**src/rtl/data_break_requester_if.sv**
```systemverilog
// -----------------------------------------------------------------------------
// data_break_requester_if
//
// Groups every non-clock signal of the data-break requester: the transfer
// set-up controls, the device word streams in both directions, the CPU
// break request/grant pair, the memory address/data/strobe bus and the
// status outputs.
//
// Modports:
//   master - the requester itself (drives data_break, mem_*, dev_wready,
//            dev_rdata/dev_rvalid, to_disk, busy, done, timeout_err)
//   slave  - the environment (peripheral controller, CPU sequencer, memory)
// -----------------------------------------------------------------------------
interface data_break_requester_if;
  // transfer set-up
  logic        start;
  logic        dir;
  logic [11:0] ca_in;
  logic [11:0] wc_in;
  logic [2:0]  field_in;
  // device -> memory stream
  logic [11:0] dev_wdata;
  logic        dev_wvalid;
  logic        dev_wready;
  // memory -> device stream
  logic [11:0] dev_rdata;
  logic        dev_rvalid;
  logic        dev_rready;
  // CPU break handshake
  logic        data_break;
  logic        to_disk;
  logic        break_in_prog;
  // memory bus
  logic [14:0] mem_addr;
  logic [11:0] mem_wdata;
  logic        mem_we;
  logic [11:0] mem_rdata;
  // status
  logic        busy;
  logic        done;
  logic        timeout_err;

  modport master (
    input  start, dir, ca_in, wc_in, field_in,
    input  dev_wdata, dev_wvalid,
    output dev_wready,
    output dev_rdata, dev_rvalid,
    input  dev_rready,
    output data_break, to_disk,
    input  break_in_prog,
    output mem_addr, mem_wdata, mem_we,
    input  mem_rdata,
    output busy, done, timeout_err
  );

  modport slave (
    output start, dir, ca_in, wc_in, field_in,
    output dev_wdata, dev_wvalid,
    input  dev_wready,
    input  dev_rdata, dev_rvalid,
    output dev_rready,
    input  data_break, to_disk,
    output break_in_prog,
    input  mem_addr, mem_wdata, mem_we,
    output mem_rdata,
    input  busy, done, timeout_err
  );
endinterface

```
**src/rtl/data_break_requester.sv**
```systemverilog
// -----------------------------------------------------------------------------
// data_break_requester
//
// Device-side initiator for the single-cycle data-break (DMA) protocol.
// Holds a current address (CA), a negative word count (WC), a memory field
// and a direction for one transfer, and moves one 12-bit word per break
// cycle between a device word stream and memory. Each word raises
// data_break, waits for the two-cycle break_in_prog grant (B0, B1), makes
// its single memory access in B0 and, for reads, samples data in B1.
//
// Ports:
//   clk, reset          system clock, asynchronous active-high reset
//   bus.start           one-cycle pulse, loads ca_in/wc_in/field_in/dir
//   bus.dir             1 = memory -> device, 0 = device -> memory
//   bus.ca_in/wc_in     first address / two's-complement word count (0=4096)
//   bus.field_in        memory field, fixed for the transfer
//   bus.dev_w*          device -> memory word handshake
//   bus.dev_r*          memory -> device word handshake
//   bus.data_break      break request to the CPU (registered)
//   bus.break_in_prog   CPU grant, high for exactly two cycles
//   bus.to_disk         registered dir of the current transfer
//   bus.mem_addr        {field, CA}
//   bus.mem_wdata/we    write data / write strobe (B0 only)
//   bus.mem_rdata       read data, valid one cycle after the address
//   bus.busy            transfer active
//   bus.done            one-cycle pulse on normal completion
//   bus.timeout_err     sticky grant-timeout flag, cleared by start/reset
//
// Parameter:
//   GRANT_TIMEOUT       REQ cycles allowed before the transfer aborts
//                       (8-bit counter)
// -----------------------------------------------------------------------------
module data_break_requester #(
  parameter int unsigned GRANT_TIMEOUT = 255
) (
  input  logic                   clk,
  input  logic                   reset,
  data_break_requester_if.master bus
);

  localparam logic [7:0] TMO = 8'(GRANT_TIMEOUT);

  typedef enum logic [2:0] {
    IDLE,
    LOAD,
    REQ,
    BRK0,
    BRK1,
    DELIV,
    DONE
  } state_t;

  state_t      r_state;
  state_t      w_next;

  logic [11:0] r_ca;
  logic [11:0] r_wc;
  logic [2:0]  r_field;
  logic        r_dir;
  logic [11:0] r_hold;
  logic [7:0]  r_tcnt;
  logic        r_data_break;
  logic        r_busy;
  logic        r_timeout_err;

  logic        w_accept;
  logic        w_timeout;
  logic [7:0]  w_tcnt_inc;
  logic [11:0] w_ca_inc;
  logic [11:0] w_wc_inc;

  assign w_tcnt_inc = r_tcnt + 8'd1;
  assign w_ca_inc   = r_ca + 12'd1;
  assign w_wc_inc   = r_wc + 12'd1;

  // ---------------------------------------------------------------------------
  // State register
  // ---------------------------------------------------------------------------
  always_ff @(posedge clk or posedge reset) begin
    if (reset) begin
      r_state <= IDLE;
    end else begin
      r_state <= w_next;
    end
  end

  // ---------------------------------------------------------------------------
  // Next-state logic
  // ---------------------------------------------------------------------------
  always_comb begin
    w_next    = r_state;
    w_accept  = 1'b0;
    w_timeout = 1'b0;
    case (r_state)
      IDLE: begin
        if (bus.start) begin
          w_accept = 1'b1;
          w_next   = bus.dir ? REQ : LOAD;
        end
      end
      LOAD: begin
        if (bus.dev_wvalid) begin
          w_next = REQ;
        end
      end
      REQ: begin
        // A grant arriving on the last allowed cycle still wins.
        if (bus.break_in_prog) begin
          w_next = BRK0;
        end else if (w_tcnt_inc == TMO) begin
          w_timeout = 1'b1;
          w_next    = IDLE;
        end
      end
      BRK0: begin
        w_next = BRK1;
      end
      BRK1: begin
        if (r_dir) begin
          w_next = DELIV;
        end else if (w_wc_inc == '0) begin
          w_next = DONE;
        end else begin
          w_next = LOAD;
        end
      end
      DELIV: begin
        if (bus.dev_rready) begin
          w_next = (r_wc == '0) ? DONE : REQ;
        end
      end
      DONE: begin
        w_next = IDLE;
      end
      default: begin
        w_next = IDLE;
      end
    endcase
  end

  // ---------------------------------------------------------------------------
  // Datapath and registered status
  // ---------------------------------------------------------------------------
  always_ff @(posedge clk or posedge reset) begin
    if (reset) begin
      r_ca          <= '0;
      r_wc          <= '0;
      r_field       <= '0;
      r_dir         <= 1'b0;
      r_hold        <= '0;
      r_tcnt        <= '0;
      r_data_break  <= 1'b0;
      r_busy        <= 1'b0;
      r_timeout_err <= 1'b0;
    end else begin
      // Request and busy follow the state being entered, so both are
      // registered and change on the same edge as the state.
      r_data_break <= (w_next == REQ);
      r_busy       <= (w_next != IDLE);

      if (w_accept) begin
        r_ca          <= bus.ca_in;
        r_wc          <= bus.wc_in;
        r_field       <= bus.field_in;
        r_dir         <= bus.dir;
        r_timeout_err <= 1'b0;
      end

      if (w_timeout) begin
        r_timeout_err <= 1'b1;
      end

      // The grant wait counter only runs while staying in REQ; every new
      // request starts counting from zero.
      if ((r_state == REQ) && (w_next == REQ)) begin
        r_tcnt <= w_tcnt_inc;
      end else begin
        r_tcnt <= '0;
      end

      if ((r_state == LOAD) && bus.dev_wvalid) begin
        r_hold <= bus.dev_wdata;
      end

      if (r_state == BRK1) begin
        r_ca <= w_ca_inc;
        r_wc <= w_wc_inc;
        if (r_dir) begin
          r_hold <= bus.mem_rdata;
        end
      end
    end
  end

  // ---------------------------------------------------------------------------
  // Outputs
  // ---------------------------------------------------------------------------
  assign bus.data_break  = r_data_break;
  assign bus.busy        = r_busy;
  assign bus.timeout_err = r_timeout_err;
  assign bus.to_disk     = r_dir;
  assign bus.mem_addr    = {r_field, r_ca};
  assign bus.mem_wdata   = r_hold;
  assign bus.mem_we      = (r_state == BRK0) && !r_dir;
  assign bus.dev_wready  = (r_state == LOAD);
  assign bus.dev_rvalid  = (r_state == DELIV);
  assign bus.dev_rdata   = r_hold;
  assign bus.done        = (r_state == DONE);

endmodule

```
**src/flat_wrapper.sv**
```systemverilog
// flat-port wrapper written by rule: the top's interface ports become plain ports
module data_break_requester_flat 
#(
  parameter int unsigned GRANT_TIMEOUT = 255
)
  (clk, reset, bus_start, bus_dir, bus_ca_in, bus_wc_in, bus_field_in, bus_dev_wdata, bus_dev_wvalid, bus_dev_wready, bus_dev_rdata, bus_dev_rvalid, bus_dev_rready, bus_data_break, bus_to_disk, bus_break_in_prog, bus_mem_addr, bus_mem_wdata, bus_mem_we, bus_mem_rdata, bus_busy, bus_done, bus_timeout_err);
  data_break_requester_if bus_i ();
  input  logic clk;
  input  logic reset;
  input wire logic [$bits(bus_i.start)-1:0] bus_start;
  input wire logic [$bits(bus_i.dir)-1:0] bus_dir;
  input wire logic [$bits(bus_i.ca_in)-1:0] bus_ca_in;
  input wire logic [$bits(bus_i.wc_in)-1:0] bus_wc_in;
  input wire logic [$bits(bus_i.field_in)-1:0] bus_field_in;
  input wire logic [$bits(bus_i.dev_wdata)-1:0] bus_dev_wdata;
  input wire logic [$bits(bus_i.dev_wvalid)-1:0] bus_dev_wvalid;
  output wire logic [$bits(bus_i.dev_wready)-1:0] bus_dev_wready;
  output wire logic [$bits(bus_i.dev_rdata)-1:0] bus_dev_rdata;
  output wire logic [$bits(bus_i.dev_rvalid)-1:0] bus_dev_rvalid;
  input wire logic [$bits(bus_i.dev_rready)-1:0] bus_dev_rready;
  output wire logic [$bits(bus_i.data_break)-1:0] bus_data_break;
  output wire logic [$bits(bus_i.to_disk)-1:0] bus_to_disk;
  input wire logic [$bits(bus_i.break_in_prog)-1:0] bus_break_in_prog;
  output wire logic [$bits(bus_i.mem_addr)-1:0] bus_mem_addr;
  output wire logic [$bits(bus_i.mem_wdata)-1:0] bus_mem_wdata;
  output wire logic [$bits(bus_i.mem_we)-1:0] bus_mem_we;
  input wire logic [$bits(bus_i.mem_rdata)-1:0] bus_mem_rdata;
  output wire logic [$bits(bus_i.busy)-1:0] bus_busy;
  output wire logic [$bits(bus_i.done)-1:0] bus_done;
  output wire logic [$bits(bus_i.timeout_err)-1:0] bus_timeout_err;
  assign bus_i.start = bus_start;
  assign bus_i.dir = bus_dir;
  assign bus_i.ca_in = bus_ca_in;
  assign bus_i.wc_in = bus_wc_in;
  assign bus_i.field_in = bus_field_in;
  assign bus_i.dev_wdata = bus_dev_wdata;
  assign bus_i.dev_wvalid = bus_dev_wvalid;
  assign bus_dev_wready = bus_i.dev_wready;
  assign bus_dev_rdata = bus_i.dev_rdata;
  assign bus_dev_rvalid = bus_i.dev_rvalid;
  assign bus_i.dev_rready = bus_dev_rready;
  assign bus_data_break = bus_i.data_break;
  assign bus_to_disk = bus_i.to_disk;
  assign bus_i.break_in_prog = bus_break_in_prog;
  assign bus_mem_addr = bus_i.mem_addr;
  assign bus_mem_wdata = bus_i.mem_wdata;
  assign bus_mem_we = bus_i.mem_we;
  assign bus_i.mem_rdata = bus_mem_rdata;
  assign bus_busy = bus_i.busy;
  assign bus_done = bus_i.done;
  assign bus_timeout_err = bus_i.timeout_err;
  data_break_requester #(.GRANT_TIMEOUT(GRANT_TIMEOUT)) u_core (.clk(clk), .reset(reset), .bus(bus_i));
endmodule
```
**config.mk**
```make
export PLATFORM = sky130hd
export DESIGN_NAME = data_break_requester_flat
export DESIGN_NICKNAME = d
export VERILOG_FILES = /design/src/rtl/data_break_requester_if.sv /design/src/rtl/data_break_requester.sv /design/src/flat_wrapper.sv
export SDC_FILE = /design/constraint.sdc
export NUM_CORES = 1
export LEC_CHECK = 0
export ABC_AREA = 1
export ABC_CLOCK_PERIOD_IN_PS = 2300
export CAP_MARGIN = 20
export CORE_MARGIN = 5
export CORE_UTILIZATION = 45
export DETAILED_ROUTE_END_ITERATION = 7
export PLACE_DENSITY = 0.8
export SLEW_MARGIN = 20
export SYNTH_ARGS = -nofsm -noshare
export SYNTH_HDL_FRONTEND = slang
export SYNTH_SLANG_ARGS = --single-unit
```
**constraint.sdc**
```tcl
create_clock -name clk -period 2.3 [get_ports clk]
set_input_delay 0.46 -clock clk [delete_from_list [all_inputs] [get_ports clk]]
set_output_delay 0.46 -clock clk [all_outputs]
set_load 0.01 [all_outputs]
```
Word-level counts from Yosys, hierarchy flattened --
Cells that the tools add are included.
Cells by class: shifts and indexed selects 0, reductions and logical operators 10, divide/modulo/power cells 0, bitwise operators 0, multipliers 0, $lt $le $gt $ge 0, $add $sub $neg 3, multiplexer cells 25, eq/ne operators 8
Operator list (count):
- $mux W12 | 7
- $add A12 B1 Y12 const B | 2
- $logic_not A12 Y1 | 2
- $mux W3 | 8
- $pmux W3 S6 | 1
- $eq A3 B2 Y1 const B | 3
- $eq A3 B3 Y1 const B | 3
- $add A8 B1 Y8 const B | 1
- $eq A8 B8 Y1 const B | 1
- $mux W8 | 1
- $mux W1 | 7
- $reduce_bool A2 Y1 | 2
- $eq A3 B1 Y1 const B | 1
- $logic_and A1 B1 Y1 | 3
- $logic_not A3 Y1 | 1
- $reduce_bool A3 Y1 | 1
- $mux W2 | 1
- $logic_not A1 Y1 | 1
Word-level totals: memory bits (read-only) 0, bits in registers 54, bits in writable memories 0, bits in latches 0, memories kept 0

Longest topological paths before layout --
Gate-level depths: netlist of the first run.
depth in word-level cells 8, depth in mapped cells 14, mapped depth without buffers 14

Worst setup path after synthesis of the first run --
OpenSTA, ideal clock, no wires.
kind register to register, start point register u_core.r_wc[1], end point register u_core.r_tcnt[0], cell stages (with the launch flop) 14, arrival time 1712 ps, slack 514 ps, setup time 75 ps, data required time 2225 ps, cell sequence dfrtp_1 -> ha_1 -> nand2_1 -> nor2_2 -> nand2_2 -> inv_2 -> nand2_1 -> nand2_1 -> nand2_1 -> nor2_2 -> nand3_2 -> a21oi_4 -> nand4_4 -> nor2_1
Between the ends: longest elaborated chain between the ends 8, elaborated cells between the ends (all ways) 11, classes of those cells 1 x add/sub; 1 x eq/ne; 6 x mux; 3 x reduce/logical
RTL lines:
- start: declaration | line data_break_requester.sv:57 | logic [11:0] r_wc;
- start signal: assignment | line data_break_requester.sv:163 | r_wc <= bus.wc_in;
- start signal: assignment | line data_break_requester.sv:187 | r_wc <= w_wc_inc;
- $add A12 B1 Y12 | line data_break_requester.sv:74 | assign w_wc_inc = r_wc + 12'd1;
- $logic_not A12 Y1 | line data_break_requester.sv:121 | end else if (w_wc_inc == '0) begin
- $mux W3 | line data_break_requester.sv:121
- $mux W3 | line data_break_requester.sv:119 | if (r_dir) begin
- $pmux W3 S6 (*) | line data_break_requester.sv:94 | case (r_state)
- $eq A3 B2 Y1 (*) | line data_break_requester.sv:175 | if ((r_state == REQ) && (w_next == REQ)) begin
- $logic_and A1 B1 Y1 (*) | line data_break_requester.sv:175
- $mux W8 (*) | line data_break_requester.sv:175
- end signal: assignment | line data_break_requester.sv:176 | r_tcnt <= w_tcnt_inc;
- end: declaration | line data_break_requester.sv:61 | logic [7:0] r_tcnt;
Every way passes the cells marked *; elsewhere a longest branch is shown, timed or not. A chain may end at the register's enable or synchronous reset.

Worst setup path in the final report of the first run --
start point register u_core.r_state[0], end point output port bus_mem_we
Between the ends: longest elaborated chain between the ends 2
RTL lines:
- start: declaration | line data_break_requester.sv:53 | state_t r_state;
- start signal: assignment | line data_break_requester.sv:83 | r_state <= w_next;
- $eq A3 B2 Y1 | line data_break_requester.sv:204 | assign bus.mem_we = (r_state == BRK0) && !r_dir;
- $logic_and A1 B1 Y1 | line data_break_requester.sv:204
- end: declaration | line flat_wrapper.sv:26 | output wire logic [$bits(bus_i.mem_we)-1:0] bus_mem_we;
No other way between the ends.

==> results.toml, run 1 <==
[pwr]
vdd.ir_drop.worst_v = 0.000731
p_leak_uw = 0.00195
power_uw = 5330
power_density_nw_per_um2 = 1210

[cts]
clkSinkCount = 54
clk_latency_ns = 0.32
root_buffer = "clkbuf_8"
clk_pin_slew_ns = 0.10
numCtsBuffers = 5
cts_max_level = 2
post_cts_buffers = 0
clk_path_buf_depth = 2
cts_tree = "done"

[sta]
worst_pin_slew_ns = 0.416
fmax_mhz = 468
setup-tns-final_ns = 0
slew_violations = 0
rsz0062_at_grt = "no"
finalSetupViolCount = 0
slew_headroom_pct = 72.0
timing.final.crit_share_pct = 93.0
skew_ns = 0.0127
fin_crit_ns = 2.14
finalHoldViolations = 0

[cells_and_area]
layout.nets = 582
area_growth_pct = 38.8
diodes = 0
fin_area_um2 = 4410
drive_gt1_share_pct = 7.90

[synth]
synth_cell_types = 35
yosys_warnings = 0
syn_nets = 483
syn_avg_cell_area_um2 = 7.59
synth_seq_area_share_pct = 42.5
ys_ff_latch = 54
netlist_instances = 419
netlist_area_um2 = 3180

[placed_design]
gp_congestion = 0.838
io_buffers = 104
dp_hpwl_mm = 6.82
placed_area_um2 = 4300

[run]
maxCapViolCount = 0

[critical_path]
reg2reg_setup_slack_ns = 0.26
startpoint_type = "flip-flop"
r2r-end = "u_core.r_tcnt[0]$_DFF_PP0_"
ff2ff_path_depth = 12
crit_fanout = 7
crit_type = "flip-flop to primary output"
worstPathArrival_ns = 1.68
required_ns = 1.84
reg2reg_from = "u_core.r_wc[0]$_DFFE_PP0P_"
cp-end-kind = "primary output"

[route]
dr.pass1.iters = 4
drt_iter0_drc = 249
totalWireLength_mm = 9.06
post_drt_wl_per_cell_um = 14.7
dr_total_vias = 3218
antenna_left = 0
avgViaCountPerCell = 5.23
route.detailed.drc = 0

[floorplan]
dieArea_um2 = 8850
ios = 105
dieHeight_um = 94.1
coreArea_um2 = 6830
start_util_pct = 46.5
dieWidth_um = 94.1
rows = 30

[hold_path]
hold_path_class = "flip-flop to flip-flop"
hold_start = "u_core.r_field[0]$_DFFE_PP0P_"
hold_depth = 2
min_to = "u_core.r_field[0]$_DFFE_PP0P_"

[global_route]
grt_pass1_vias = 3209
grt_pass1_wl_mm = 14.9
antenna_found_initial = 0
overflow = 0
grt_use_total_pct = 20.8
grt_max_degree = 55

[status]
status = "finished, final reports clean"
[critical path: stages, from the launching register on]
cell	delay [ns]
dfrtp_2	0.44
inv_1	0.07
nor2_1	0.11
nand2_1	0.09
nor2_1	0.10
clkdlybuf4s50_1	0.56
[cells in the final DEF, fill, tap and decap left out, types with 5 or more instances in the layout]
| master | instances |
|---|---|
| nor2_1 | 48 |
| nor2_2 | 6 |
| nand4_1 | 9 |
| o21ai_0 | 15 |
| clkbuf_8 | 5 |
| a21oi_1 | 22 |
| clkdlybuf4s50_1 | 104 |
| inv_1 | 42 |
| nor3_1 | 5 |
| xor2_1 | 6 |
| dfrtp_1 | 51 |
| a31oi_1 | 13 |
| nand3_1 | 25 |
| ha_1 | 6 |
| o22ai_1 | 12 |
| buf_4 | 10 |
| nand2_1 | 101 |
[logic make-up (layout without fill, tap and decap cells)]
kind of cell,Yosys count,after routing,synth area share [%]
AOI/OAI and AO/OA,72,72,13.5
xor gates and xnor gates,10,10,2.75
adders and majority gates,6,6,2.36
buffers and inverters,70,170,9.88
DFF,54,54,42.5
muxes,2,2,0.630
and+or+nand+nor,205,205,28.4
[Yosys cell counts, drive strengths merged]
cell / count / share of area (%)
o21a: 1 / 0.24
a21oi: 23 / 4.0
xnor2: 4 / 1.1
a31oi: 13 / 2.6
a221oi: 2 / 0.55
a22oi: 1 / 0.24
xor2: 6 / 1.7
nand4: 10 / 2.4
buf: 15 / 3.4
o21ai: 15 / 2.4
ha: 6 / 2.4
mux2i: 2 / 0.63
clkinv: 1 / 0.12
or2: 1 / 0.20
nand2: 103 / 12
o211ai: 3 / 0.71
clkbuf: 8 / 0.94
nor2: 56 / 7.5
nand3: 26 / 4.3
nor3: 6 / 1.1
nor4: 3 / 0.59
dfrtp: 54 / 43
inv: 46 / 5.4
o311ai: 1 / 0.28
o22ai: 12 / 2.4
o21bai: 1 / 0.24
[per-layer routing]
metal  part of all wire, %  GRT usage [%]
met5                     0              0
met2                    46           34.0
met3                   8.4           5.61
met1                    44           26.8
met4                   1.7           6.14
[power by group]
part           internal [µW]  switching, µW  leakage, µW
registers               1360            412     0.000663
clock network            321            327    0.0000579
logic                   1370           1540      0.00123
total                   3060           2280      0.00195
[stage by stage]
step / hold slack [ns] / utilization (%) / std cells / setup slack [ns]
after floorplan: 0.451 / - / 419 / 0.514
after global placement: 0.461 / 62.9 / 607 / 0.265
after detailed placement: 0.466 / 62.9 / 607 / 0.227
after CTS: 0.490 / 64.5 / 615 / 0.0915
after global routing: 0.519 / 64.6 / 615 / 0.0157
final: 0.487 / 64.6 / 615 / 0.161
[layout make-up]
cell class	count	area [µm²]
clock buffer	5	68.8
clock inverter	3	40.0
fill	604	2420
inverter	47	176
multi-input combinational	295	1520
sequential	54	1360
tap	96	120
timing repair buffer	115	1140
[how the worst max path moves through the flow]
| stage | end | startpoint | slack [ns] |
|---|---|---|---|
| after global routing | u_core.r_tcnt[0]$_DFF_PP0_ | u_core.r_wc[0]$_DFFE_PP0P_ | 0.02 |
| after CTS | bus_mem_we | u_core.r_state[0]$_DFF_PP0_ | 0.09 |
| after global placement | u_core.r_wc[4]$_DFFE_PP0P_ | bus_start | 0.27 |
| after detailed placement | u_core.r_tcnt[0]$_DFF_PP0_ | u_core.r_wc[1]$_DFFE_PP0P_ | 0.23 |
| after floorplan | u_core.r_tcnt[0]$_DFF_PP0_ | u_core.r_wc[1]$_DFFE_PP0P_ | 0.51 |
| final | bus_mem_we | u_core.r_state[0]$_DFF_PP0_ | 0.16 |
[state kept, by name, summed over array words and instances, names as in the netlist]
name,flops
u_core.bus.busy,1
u_core.bus.data_break,1
u_core.bus.dev_rdata,12
u_core.bus.timeout_err,1
u_core.bus.to_disk,1
u_core.r_ca,12
u_core.r_field,3
u_core.r_state,3
u_core.r_tcnt,8
u_core.r_wc,12
[what timing repair did]
action | 4_1_cts | 5_1_grt
resized for setup | 0 | 3
endpoints found under the setup margin | 0 | 6
hold buffers | 0 | 0
No activity file was read; power rests on OpenSTA's default activity.
==> inputs of run 2 (changes only) <==
Settings changed: TNS_END_PERCENT set to 10.
==> results of run 2 <==
Same layout as run 1: the final DEF is identical, and so are final timing and power.
